**src/rtl/fetch_redirect_ctrl_pkg.sv**
```systemverilog
// Shared types for the fetch redirect controller: direction-counter states
// and the layout of one in-flight prediction queue entry.
package fetch_redirect_ctrl_pkg;

    typedef enum logic [1:0] {
        SNT = 2'b00,
        WNT = 2'b01,
        WT  = 2'b10,
        ST  = 2'b11
    } ctr_state_t;

    // MSB-first: taken flag, uncond flag, predicted target, fallthrough PC.
    typedef struct packed {
        logic        taken;
        logic        uncond;
        logic [31:0] target;
        logic [31:0] fall;
    } q_entry_t;

    localparam int ENTRY_W = $bits(q_entry_t);

endpackage

```
**src/rtl/fetch_redirect_ctrl_if.sv**
```systemverilog
// Fetch, prediction and resolve signals of fetch_redirect_ctrl.
// The slave modport is the controller; master is the surrounding pipeline.
interface fetch_redirect_ctrl_if;
    logic        stall_i;
    logic        fetch_ready_i;
    logic [31:0] pc_o;
    logic        fetch_valid_o;
    logic        pred_is_branch_i;
    logic        pred_uncond_i;
    logic [31:0] pred_target_i;
    logic        taken_pred_o;
    logic        res_valid_i;
    logic        res_taken_i;
    logic [31:0] res_target_i;
    logic        flush_o;
    logic        miss_pred_o;
    logic        queue_full_o;

    modport master (
        output stall_i, fetch_ready_i, pred_is_branch_i, pred_uncond_i, pred_target_i,
               res_valid_i, res_taken_i, res_target_i,
        input  pc_o, fetch_valid_o, taken_pred_o, flush_o, miss_pred_o, queue_full_o
    );

    modport slave (
        input  stall_i, fetch_ready_i, pred_is_branch_i, pred_uncond_i, pred_target_i,
               res_valid_i, res_taken_i, res_target_i,
        output pc_o, fetch_valid_o, taken_pred_o, flush_o, miss_pred_o, queue_full_o
    );
endinterface

```
**src/rtl/fetch_redirect_ctrl_br_pred_queue.sv**
```systemverilog
// FIFO of in-flight predicted branches, oldest entry presented on head.
// Clear has priority over push and pop in the same cycle.
module br_pred_queue
    import fetch_redirect_ctrl_pkg::*;
#(
    parameter int DEPTH = 4
) (
    input  logic                     clk,
    input  logic                     reset_n,
    input  logic                     clear,
    input  logic                     push,
    input  q_entry_t                 push_data,
    input  logic                     pop,
    output q_entry_t                 head,
    output logic                     full,
    output logic [$clog2(DEPTH):0]   count
);
    localparam int PW = $clog2(DEPTH);

    q_entry_t          mem [DEPTH];
    logic [PW-1:0]     wr_ptr_reg;
    logic [PW-1:0]     rd_ptr_reg;
    logic [PW:0]       count_reg;
    logic              do_push;
    logic              do_pop;

    assign full    = (count_reg == (PW+1)'(DEPTH));
    assign do_push = push & ~full;
    assign do_pop  = pop & (count_reg != '0);
    assign count   = count_reg;
    assign head    = mem[rd_ptr_reg];

    always_ff @(posedge clk) begin
        if (!reset_n || clear) begin
            wr_ptr_reg <= '0;
            rd_ptr_reg <= '0;
            count_reg  <= '0;
        end else begin
            if (do_push) wr_ptr_reg <= wr_ptr_reg + PW'(1);
            if (do_pop)  rd_ptr_reg <= rd_ptr_reg + PW'(1);
            case ({do_push, do_pop})
                2'b10:   count_reg <= count_reg + (PW+1)'(1);
                2'b01:   count_reg <= count_reg - (PW+1)'(1);
                default: count_reg <= count_reg;
            endcase
        end
    end

    // Storage needs no reset: an entry is only read after it has been pushed.
    always_ff @(posedge clk) begin
        if (do_push) mem[wr_ptr_reg] <= push_data;
    end
endmodule

```
**src/rtl/fetch_redirect_ctrl.sv**
```systemverilog
// Fetch PC sequencer with 2-bit direction counter and misprediction redirect.
// Optional FETCH_STATS_EN adds resolved-branch and mispredict counters.
module fetch_redirect_ctrl
    import fetch_redirect_ctrl_pkg::*;
#(
    parameter logic [31:0] RESET_PC = 32'h0000_0000,
    parameter int          DEPTH    = 4
) (
    input  logic                  clk,
    input  logic                  reset_n,
    fetch_redirect_ctrl_if.slave  bus
`ifdef FETCH_STATS_EN
    ,
    output logic [31:0]           stat_branches_o,
    output logic [31:0]           stat_misses_o
`endif
);
    localparam int CW = $clog2(DEPTH) + 1;

    logic [31:0] pc_reg, pc_next;
    logic        valid_reg;
    logic        flush_reg;
    ctr_state_t  ctr_reg, ctr_next;

    q_entry_t    head;
    q_entry_t    push_data;
    logic        q_full;
    logic [CW-1:0] q_count;

    logic        taken_pred;
    logic        advance;
    logic        pop_fire;
    logic        mispredict;
    logic [31:0] fallthrough;
    logic [31:0] actual;
    logic [31:0] predicted;

    assign taken_pred  = bus.pred_is_branch_i & (bus.pred_uncond_i | ctr_reg[1]);
    // A full queue stalls any branch fetch, even if a pop frees a slot this cycle.
    assign advance     = valid_reg & bus.fetch_ready_i & ~bus.stall_i
                         & ~(bus.pred_is_branch_i & q_full);
    assign pop_fire    = bus.res_valid_i & (q_count != '0);
    assign actual      = bus.res_taken_i ? bus.res_target_i : head.fall;
    assign predicted   = head.taken ? head.target : head.fall;
    assign mispredict  = pop_fire & (actual != predicted);
    assign fallthrough = pc_reg + 32'd4;

    assign push_data = '{taken: taken_pred, uncond: bus.pred_uncond_i,
                         target: bus.pred_target_i, fall: fallthrough};

    br_pred_queue #(.DEPTH(DEPTH)) u_queue (
        .clk       (clk),
        .reset_n   (reset_n),
        .clear     (mispredict),
        .push      (advance & bus.pred_is_branch_i),
        .push_data (push_data),
        .pop       (pop_fire),
        .head      (head),
        .full      (q_full),
        .count     (q_count)
    );

    // Redirect beats everything, including stall and a same-cycle fetch.
    always_comb begin
        pc_next = pc_reg;
        if (mispredict)
            pc_next = actual;
        else if (advance)
            pc_next = taken_pred ? bus.pred_target_i : fallthrough;
    end

    always_ff @(posedge clk) begin
        if (!reset_n) begin
            pc_reg    <= RESET_PC;
            valid_reg <= 1'b0;
            flush_reg <= 1'b0;
            ctr_reg   <= WNT;
        end else begin
            pc_reg    <= pc_next;
            valid_reg <= 1'b1;
            flush_reg <= mispredict;
            ctr_reg   <= ctr_next;
        end
    end

    // Only conditional branches train the counter; JAL entries leave it alone.
    always_comb begin
        ctr_next = ctr_reg;
        if (pop_fire && !head.uncond) begin
            case (ctr_reg)
                SNT:     ctr_next = bus.res_taken_i ? WNT : SNT;
                WNT:     ctr_next = bus.res_taken_i ? WT  : SNT;
                WT:      ctr_next = bus.res_taken_i ? ST  : WNT;
                ST:      ctr_next = bus.res_taken_i ? ST  : WT;
                default: ctr_next = WNT;
            endcase
        end
    end

    assign bus.pc_o          = pc_reg;
    assign bus.fetch_valid_o = valid_reg;
    assign bus.taken_pred_o  = taken_pred;
    assign bus.flush_o       = flush_reg;
    assign bus.miss_pred_o   = flush_reg;
    assign bus.queue_full_o  = q_full;

`ifdef FETCH_STATS_EN
    logic [31:0] branches_reg;
    logic [31:0] misses_reg;

    always_ff @(posedge clk) begin
        if (!reset_n) begin
            branches_reg <= '0;
            misses_reg   <= '0;
        end else begin
            if (pop_fire)   branches_reg <= branches_reg + 32'd1;
            if (mispredict) misses_reg   <= misses_reg + 32'd1;
        end
    end

    assign stat_branches_o = branches_reg;
    assign stat_misses_o   = misses_reg;
`endif
endmodule

```
**src/flat_wrapper.sv**
```systemverilog
// flat-port wrapper written by rule: the top's interface ports become plain ports
module fetch_redirect_ctrl_flat import fetch_redirect_ctrl_pkg::*;
#(
    parameter logic [31:0] RESET_PC = 32'h0000_0000,
    parameter int          DEPTH    = 4
)
  (clk, reset_n, bus_stall_i, bus_fetch_ready_i, bus_pred_is_branch_i, bus_pred_uncond_i, bus_pred_target_i, bus_res_valid_i, bus_res_taken_i, bus_res_target_i, bus_pc_o, bus_fetch_valid_o, bus_taken_pred_o, bus_flush_o, bus_miss_pred_o, bus_queue_full_o);
  fetch_redirect_ctrl_if bus_i ();
  input  logic clk;
  input  logic reset_n;
  input wire logic [$bits(bus_i.stall_i)-1:0] bus_stall_i;
  input wire logic [$bits(bus_i.fetch_ready_i)-1:0] bus_fetch_ready_i;
  input wire logic [$bits(bus_i.pred_is_branch_i)-1:0] bus_pred_is_branch_i;
  input wire logic [$bits(bus_i.pred_uncond_i)-1:0] bus_pred_uncond_i;
  input wire logic [$bits(bus_i.pred_target_i)-1:0] bus_pred_target_i;
  input wire logic [$bits(bus_i.res_valid_i)-1:0] bus_res_valid_i;
  input wire logic [$bits(bus_i.res_taken_i)-1:0] bus_res_taken_i;
  input wire logic [$bits(bus_i.res_target_i)-1:0] bus_res_target_i;
  output wire logic [$bits(bus_i.pc_o)-1:0] bus_pc_o;
  output wire logic [$bits(bus_i.fetch_valid_o)-1:0] bus_fetch_valid_o;
  output wire logic [$bits(bus_i.taken_pred_o)-1:0] bus_taken_pred_o;
  output wire logic [$bits(bus_i.flush_o)-1:0] bus_flush_o;
  output wire logic [$bits(bus_i.miss_pred_o)-1:0] bus_miss_pred_o;
  output wire logic [$bits(bus_i.queue_full_o)-1:0] bus_queue_full_o;
  assign bus_i.stall_i = bus_stall_i;
  assign bus_i.fetch_ready_i = bus_fetch_ready_i;
  assign bus_i.pred_is_branch_i = bus_pred_is_branch_i;
  assign bus_i.pred_uncond_i = bus_pred_uncond_i;
  assign bus_i.pred_target_i = bus_pred_target_i;
  assign bus_i.res_valid_i = bus_res_valid_i;
  assign bus_i.res_taken_i = bus_res_taken_i;
  assign bus_i.res_target_i = bus_res_target_i;
  assign bus_pc_o = bus_i.pc_o;
  assign bus_fetch_valid_o = bus_i.fetch_valid_o;
  assign bus_taken_pred_o = bus_i.taken_pred_o;
  assign bus_flush_o = bus_i.flush_o;
  assign bus_miss_pred_o = bus_i.miss_pred_o;
  assign bus_queue_full_o = bus_i.queue_full_o;
  fetch_redirect_ctrl #(.RESET_PC(RESET_PC), .DEPTH(DEPTH)) u_core (.clk(clk), .reset_n(reset_n), .bus(bus_i));
endmodule
```
**config.mk**
```make
export PLATFORM = sky130hd
export DESIGN_NAME = fetch_redirect_ctrl_flat
export DESIGN_NICKNAME = d
export VERILOG_FILES = /design/src/rtl/fetch_redirect_ctrl_pkg.sv /design/src/rtl/fetch_redirect_ctrl_if.sv /design/src/rtl/fetch_redirect_ctrl_br_pred_queue.sv /design/src/rtl/fetch_redirect_ctrl.sv /design/src/flat_wrapper.sv
export SDC_FILE = /design/constraint.sdc
export NUM_CORES = 1
export LEC_CHECK = 0
export CAP_MARGIN = 20
export CORE_MARGIN = 4
export CORE_UTILIZATION = 25
export CTS_BUF_LIST = sky130_fd_sc_hd__clkbuf_8
export CTS_CLUSTER_SIZE = 14
export DETAILED_ROUTE_END_ITERATION = 10
export GPL_TIMING_DRIVEN = 0
export PLACE_DENSITY_LB_ADDON = 0.05
export SLEW_MARGIN = 20
export SYNTH_ARGS = -nofsm -noshare
export SYNTH_HDL_FRONTEND = slang
export SYNTH_SLANG_ARGS = --single-unit
export TNS_END_PERCENT = 50
```
**constraint.sdc**
```tcl
create_clock -name clk -period 7.2 [get_ports clk]
set_clock_uncertainty 0.05 [all_clocks]
set_input_delay 1.8 -clock clk [delete_from_list [all_inputs] [get_ports clk]]
set_output_delay 1.8 -clock clk [all_outputs]
set_load 0.02 [all_outputs]
```
After elaboration in Yosys (flattened, before gate mapping)

Memory sizes are Yosys's and may differ from the RTL's. A register that Yosys moved wholly into a read port is not among the register bits.
Index checks and enable logic that the tools add are counted.

Add/sub/neg operators: 5
Eq/ne operators: 7
Mux-type cells: 16
Bitwise logic cells: 14
Reductions and logical operators: 8

Operator list:

| operator              | count |
|---|---|
| $mux 32               | 5 |
| $add 32x3->32 const B | 1 |
| $ne 32x32->1          | 1 |
| $and 1x1->1           | 10 |
| $mux 2                | 4 |
| $pmux 2 s4            | 1 |
| $eq 2x2->1 const B    | 3 |
| $pmux 3 s2            | 1 |
| $mux 1                | 5 |
| $add 2x1->2 const B   | 2 |
| $eq 2x1->1 const B    | 2 |
| $reduce_bool 2->1     | 2 |
| $add 3x1->3 const B   | 1 |
| $eq 3x3->1 const B    | 1 |
| $not 1->1             | 3 |
| $reduce_bool 3->1     | 1 |
| $sub 3x1->3 const B   | 1 |
| $logic_not 1->1       | 2 |
| $logic_not 2->1       | 1 |
| $logic_and 1x1->1     | 1 |
| $logic_or 1x1->1      | 1 |
| $or 1x1->1            | 1 |

Register bits: 43
Memory bits (writable): 264
Output and inout port bits: 37
Memories: 1

Memory list:

| memory             | words | width | read ports | clocked after Yosys merged registers in | wr ports | RTL line                                | text |
|---|---|---|---|---|---|---|---|
| u_core.u_queue.mem | 4     | 66    | 1          | 1                                       | 1        | fetch_redirect_ctrl_br_pred_queue.sv:20 | `q_entry_t mem [DEPTH];` |

Logic depth before layout (Yosys ltp)

Depth after elaboration: 8
Mapped depth: 14

Modules after synthesis

From an unflattened synthesis, not the netlist that was laid out.

Cells, all modules: 963
Area total of the unflattened synthesis: 14291.2 um^2

Modules (own cells, without submodules):

| module              | instances | cells each | area each (um^2) | sequential area each (um^2) |
|---|---|---|---|---|
| br_pred_queue       | 1         | 396        | 9993.3           | 8107.8 |
| fetch_redirect_ctrl | 1         | 567        | 4297.9           | 720.7 |

Worst setup path before layout

No wires, ideal clock.

Kind: in2reg
From: in bus_fetch_ready_i
To: mem u_core.u_queue.mem[0][0] (netlist bit), enable pin
Setup time: 0.431 ns
Arrival: 3.925 ns
Data required time: 6.719 ns
Slack: 2.794 ns
Cell stages on the path: 5
Cell sequence: nand2_1 -> nor2_1 -> nand2_1 -> nor2_1 -> and2_1

Cells in the longest elaborated chain, start to end: 7

Ends and longest elaborated chain:

| item                         | RTL line                                | text |
|---|---|---|
| start: declaration           | flat_wrapper.sv:12                      | `input wire logic [$bits(bus_i.fetch_ready_i)-1:0] bus_fetch_ready_i;` |
| $and 1x1->1 (2 in a row)     | fetch_redirect_ctrl.sv:40               | `assign advance = valid_reg & bus.fetch_ready_i & ~bus.stall_i` |
| $and 1x1->1                  | fetch_redirect_ctrl.sv:41               | `& ~(bus.pred_is_branch_i & q_full);` |
| $and 1x1->1                  | fetch_redirect_ctrl.sv:55               | `.push (advance & bus.pred_is_branch_i),` |
| $and 1x1->1                  | fetch_redirect_ctrl_br_pred_queue.sv:28 | `assign do_push = push & ~full;` |
| $mux 1                       | fetch_redirect_ctrl_br_pred_queue.sv:51 | `if (do_push) mem[wr_ptr_reg] <= push_data;` |
| $mux 1 (implied by the code) | fetch_redirect_ctrl_br_pred_queue.sv:51 |  |
| end: declaration             | fetch_redirect_ctrl_br_pred_queue.sv:20 |  |

Every way passes these cells.

Worst setup path after layout

From: in bus_pred_uncond_i
To: out bus_taken_pred_o

Cells in the longest elaborated chain, start to end: 2

Ends and longest elaborated chain:

| item               | RTL line                  | text |
|---|---|---|
| start: declaration | flat_wrapper.sv:14        | `input wire logic [$bits(bus_i.pred_uncond_i)-1:0] bus_pred_uncond_i;` |
| $or 1x1->1         | fetch_redirect_ctrl.sv:38 | `assign taken_pred = bus.pred_is_branch_i & (bus.pred_uncond_i \| ctr_reg[1]);` |
| $and 1x1->1        | fetch_redirect_ctrl.sv:38 |  |
| end: declaration   | flat_wrapper.sv:21        | `output wire logic [$bits(bus_i.taken_pred_o)-1:0] bus_taken_pred_o;` |

Every way passes these cells.

==> results.md <==
* Post-synthesis sequential area ratio at 58.2%
* Setup violations, final at 0
* Routability cong. at 0.822
* Post-cts repair resize count at 0
* Maximum vdd drop at 0.231 mV
* Fin crit period at 6.41 ns
* Yosys reg bits at 309
* Largest net degree at the start of global routing at 36
* DRT Wirelength at 59,400 um
* Final #Nets at 1,305
* Hpwl dp at 43,200 um
* Vias at 9,950
* TritonRoute pass-1 iters at 5
* WL/cell at 29.0 um
* Clock buffer depth at 3
* Slew at the pin with the worst max-slew slack at 1.15 ns
* Status: finished, final reports clean
* First-pass GRT wire length at 82,700 um
* Die Footprint at 64,600 um^2
* Num rows at 89
* DRT iter0 DRCs at 739
* Congestion Overflow GR at 0
* CP startpoint kind: input pin
* P per Cell Area at 241 nW/um^2
* Max reg flops at 264
* All-Layer GR Usage at 18.4%
* Fmax at 156 MHz
* Setup bufs post-CTS at 0
* CORE AREA at 59,500 um^2
* Clk_lat worst skew at 0.67 ns
* Post-synth EDFFs at 264
* Top FF cell, synth: edfxtp_1
* Worst slew margin at 23.3%
* Crit path kind: input pin to output pin
* MaxCap Viol Count at 0
* DRC at 0
* Hold Fails Final Rpt at 0
* R2R Path End: u_core.bus.flush_o
* Post-synth net total at 1,131
* Num ports at 109
* Layout cell share with drive strength beyond 1 at 14.4%
* Starting Density at 25.5%
* Buf/Inv on CP at 4
* Yosys warnings at 0
* Mean number of vias per cell at 4.86
* Area of the mapped netlist at 15,200 um^2
* Die height at 254 um
* Area delta synth->final at 22.0%
* Min-delay src: u_core.bus.pc_o[0]
* Reg2Reg Depth at 12
* H-tree depth at 2
* Critical path cell sequence: clkdlybuf4s50_1 -> o21ai_1 -> inv_1 -> clkbuf_1 -> clkdlybuf4s50_1
* CTS Buf Count at 60
* Vias in the first global route at 10.4k
* Ys async rst share at 0%
* CTS tree: yes
* Clock sinks at 309
* Crit path arrival time at 4.56 ns
* Post-DRT Antenna Nets at 0
* WHS Endpoint: u_core.u_queue.mem[3][0]
* CP delay by family, top: buffers and inverters
* I/O Buffers at 107
* Clock Tree Root: clkbuf_8
* Syn Inst Count at 1,052
* Slowest-stage cell, CP: clkbuf_1
* Final Max Tran Viols at 0
* Leakage power figure at 0.00607 uW
* Average size of a mapped cell at 14.4 um^2
* R2R Setup Slk at 2.23 ns
* Initial antenna violation count at 2
* Fin crit share at 89.0%
* Total placed instance area at 17,300 um^2
* Die X at 254 um
* Hold depth at 0
* Unique masters post-synth at 65
* Required @ worst endpoint at 5.35 ns
* Critical path's largest stage delay at 0.84 ns
* Setup TNS at 0 ns
* Cts hold-fix bufs at 0
* Worst hold-check path type: register to register
* Crit path top cell by count: clkdlybuf4s50_1
* Cell area after layout at 18,500 um^2
* Crit end category: output pin
* RSZ-0062 raised after global routing: no
* Crit Path Max Fanout at 14
* Filler cells at 6,052
* Clock transition at path regs at 0.06 ns
routing by layer:
layer  GRT usage, %  share of wire [%]  wire [um]
met5              0                  0          0
met4           4.75                2.1       1270
met3           2.65                4.1       2450
met2           29.6                 46      27600
met1           26.2                 47      28100
worst register-to-register path, delay by kind of cell, from the launching register on:
| kind | cells | cell delay, ns |
|---|---|---|
| AND/OR/NAND/NOR | 4 | 1.32 |
| XOR/XNOR | 1 | 0.55 |
| flip-flops | 1 | 0.30 |
| AO/OA/AOI/OAI | 2 | 0.37 |
| buffers and inverters | 4 | 1.72 |
| multiplexers | 1 | 0.46 |
through the flow:
step           std cells  power [uW]  util [%]  hold WS [ns]  setup WS, ns
5_1_grt             2049        4660      31.1         0.493         0.661
4_1_cts             2048        4530      31.1         0.486         0.760
3_3_place_gp        1932        2810      28.9         0.485         0.204
3_5_place_dp        1937        2810      29.2         0.489         0.762
6_report            2049        4460      31.1         0.468         0.792
2_1_floorplan       1052        2460         -         0.429          2.79
Yosys cell counts, types with 3 or more instances:
library cell | count | area [um^2]
edfxtp_1 | 264 | 7930
xnor2_1 | 116 | 1020
nand2_1 | 89 | 334
xor2_1 | 69 | 604
mux4_2 | 51 | 1150
dfxtp_1 | 45 | 901
nor2_1 | 44 | 165
mux2i_1 | 33 | 330
clkbuf_1 | 27 | 101
nor3_1 | 27 | 135
mux4_1 | 21 | 552
nand3_1 | 17 | 85.1
nand4_1 | 17 | 106
o211ai_1 | 17 | 128
inv_1 | 15 | 56.3
nand2b_1 | 15 | 93.8
a21oi_1 | 14 | 70.1
o21ai_0 | 14 | 70.1
o31ai_1 | 12 | 90.1
and3_1 | 9 | 56.3
buf_2 | 9 | 45.0
nor4_1 | 9 | 56.3
a31oi_1 | 8 | 50.1
and2_1 | 8 | 50.1
o221ai_1 | 8 | 70.1
buf_4 | 7 | 52.6
ha_1 | 6 | 75.1
o211a_1 | 6 | 60.1
o21ai_1 | 6 | 30.0
and4_1 | 5 | 43.8
a311o_1 | 4 | 40.0
a311oi_1 | 4 | 35.0
buf_6 | 4 | 45.0
mux2_2 | 4 | 45.0
o22ai_1 | 4 | 25.0
or3_1 | 4 | 25.0
a211oi_1 | 3 | 22.5
a21o_1 | 3 | 22.5
buf_12 | 3 | 60.1
where the power goes:
part,switching [uW],leakage (uW),internal (uW),total (uW)
Clock,801,0.000636,893,1690
Sequential,75.6,0.00277,2010,2080
Combinational,404,0.00267,279,684
final cells by class:
cell class	count	area (um^2)	area share (%)
timing repair buffer	112	1200	6.50
tap	773	967	5.23
antenna	1	2.50	0.0135
multi-input combinational	674	5960	32.2
clock buffer	68	936	5.06
inverter	16	60.1	0.325
clock inverter	43	209	1.13
sequential	309	8830	47.7
buffer	53	329	1.78
worst max-delay path by stage:
stage | start | end | slack, ns | cells after the start
2_1_floorplan | bus_fetch_ready_i | u_core.u_queue.mem[0][0] | 2.79 | 5
3_3_place_gp | bus_fetch_ready_i | u_core.u_queue.mem[0][46] | 0.20 | 6
3_5_place_dp | bus_pred_uncond_i | bus_taken_pred_o | 0.76 | 5
4_1_cts | bus_pred_uncond_i | bus_taken_pred_o | 0.76 | 5
5_1_grt | bus_pred_uncond_i | bus_taken_pred_o | 0.66 | 5
6_report | bus_pred_uncond_i | bus_taken_pred_o | 0.79 | 5
cell usage in the layout (no fill, tap or decap), drive strengths merged, types with 28 or more instances in the layout:
master,count
mux2i,35
nor2,44
mux4,72
inv,30
nand2,89
clkbuf,95
edfxtp,264
xnor2,116
nor3,28
xor2,69
clkdlybuf4s50,107
buf,31
dfxtp,45
logic make-up (layout without fill, tap and decap cells):
family,Yosys count,after routing,share of synthesized area [%]
xor+xnor,185,185,10.7
mux,111,111,13.9
compound gates,120,120,5.94
flops,309,309,58.2
fa+ha+maj,7,7,0.627
simple gates,251,251,8.07
other cells,0,1,0
buf+inv,69,292,2.55
Note: power is estimated with default switching activity, not from simulation.
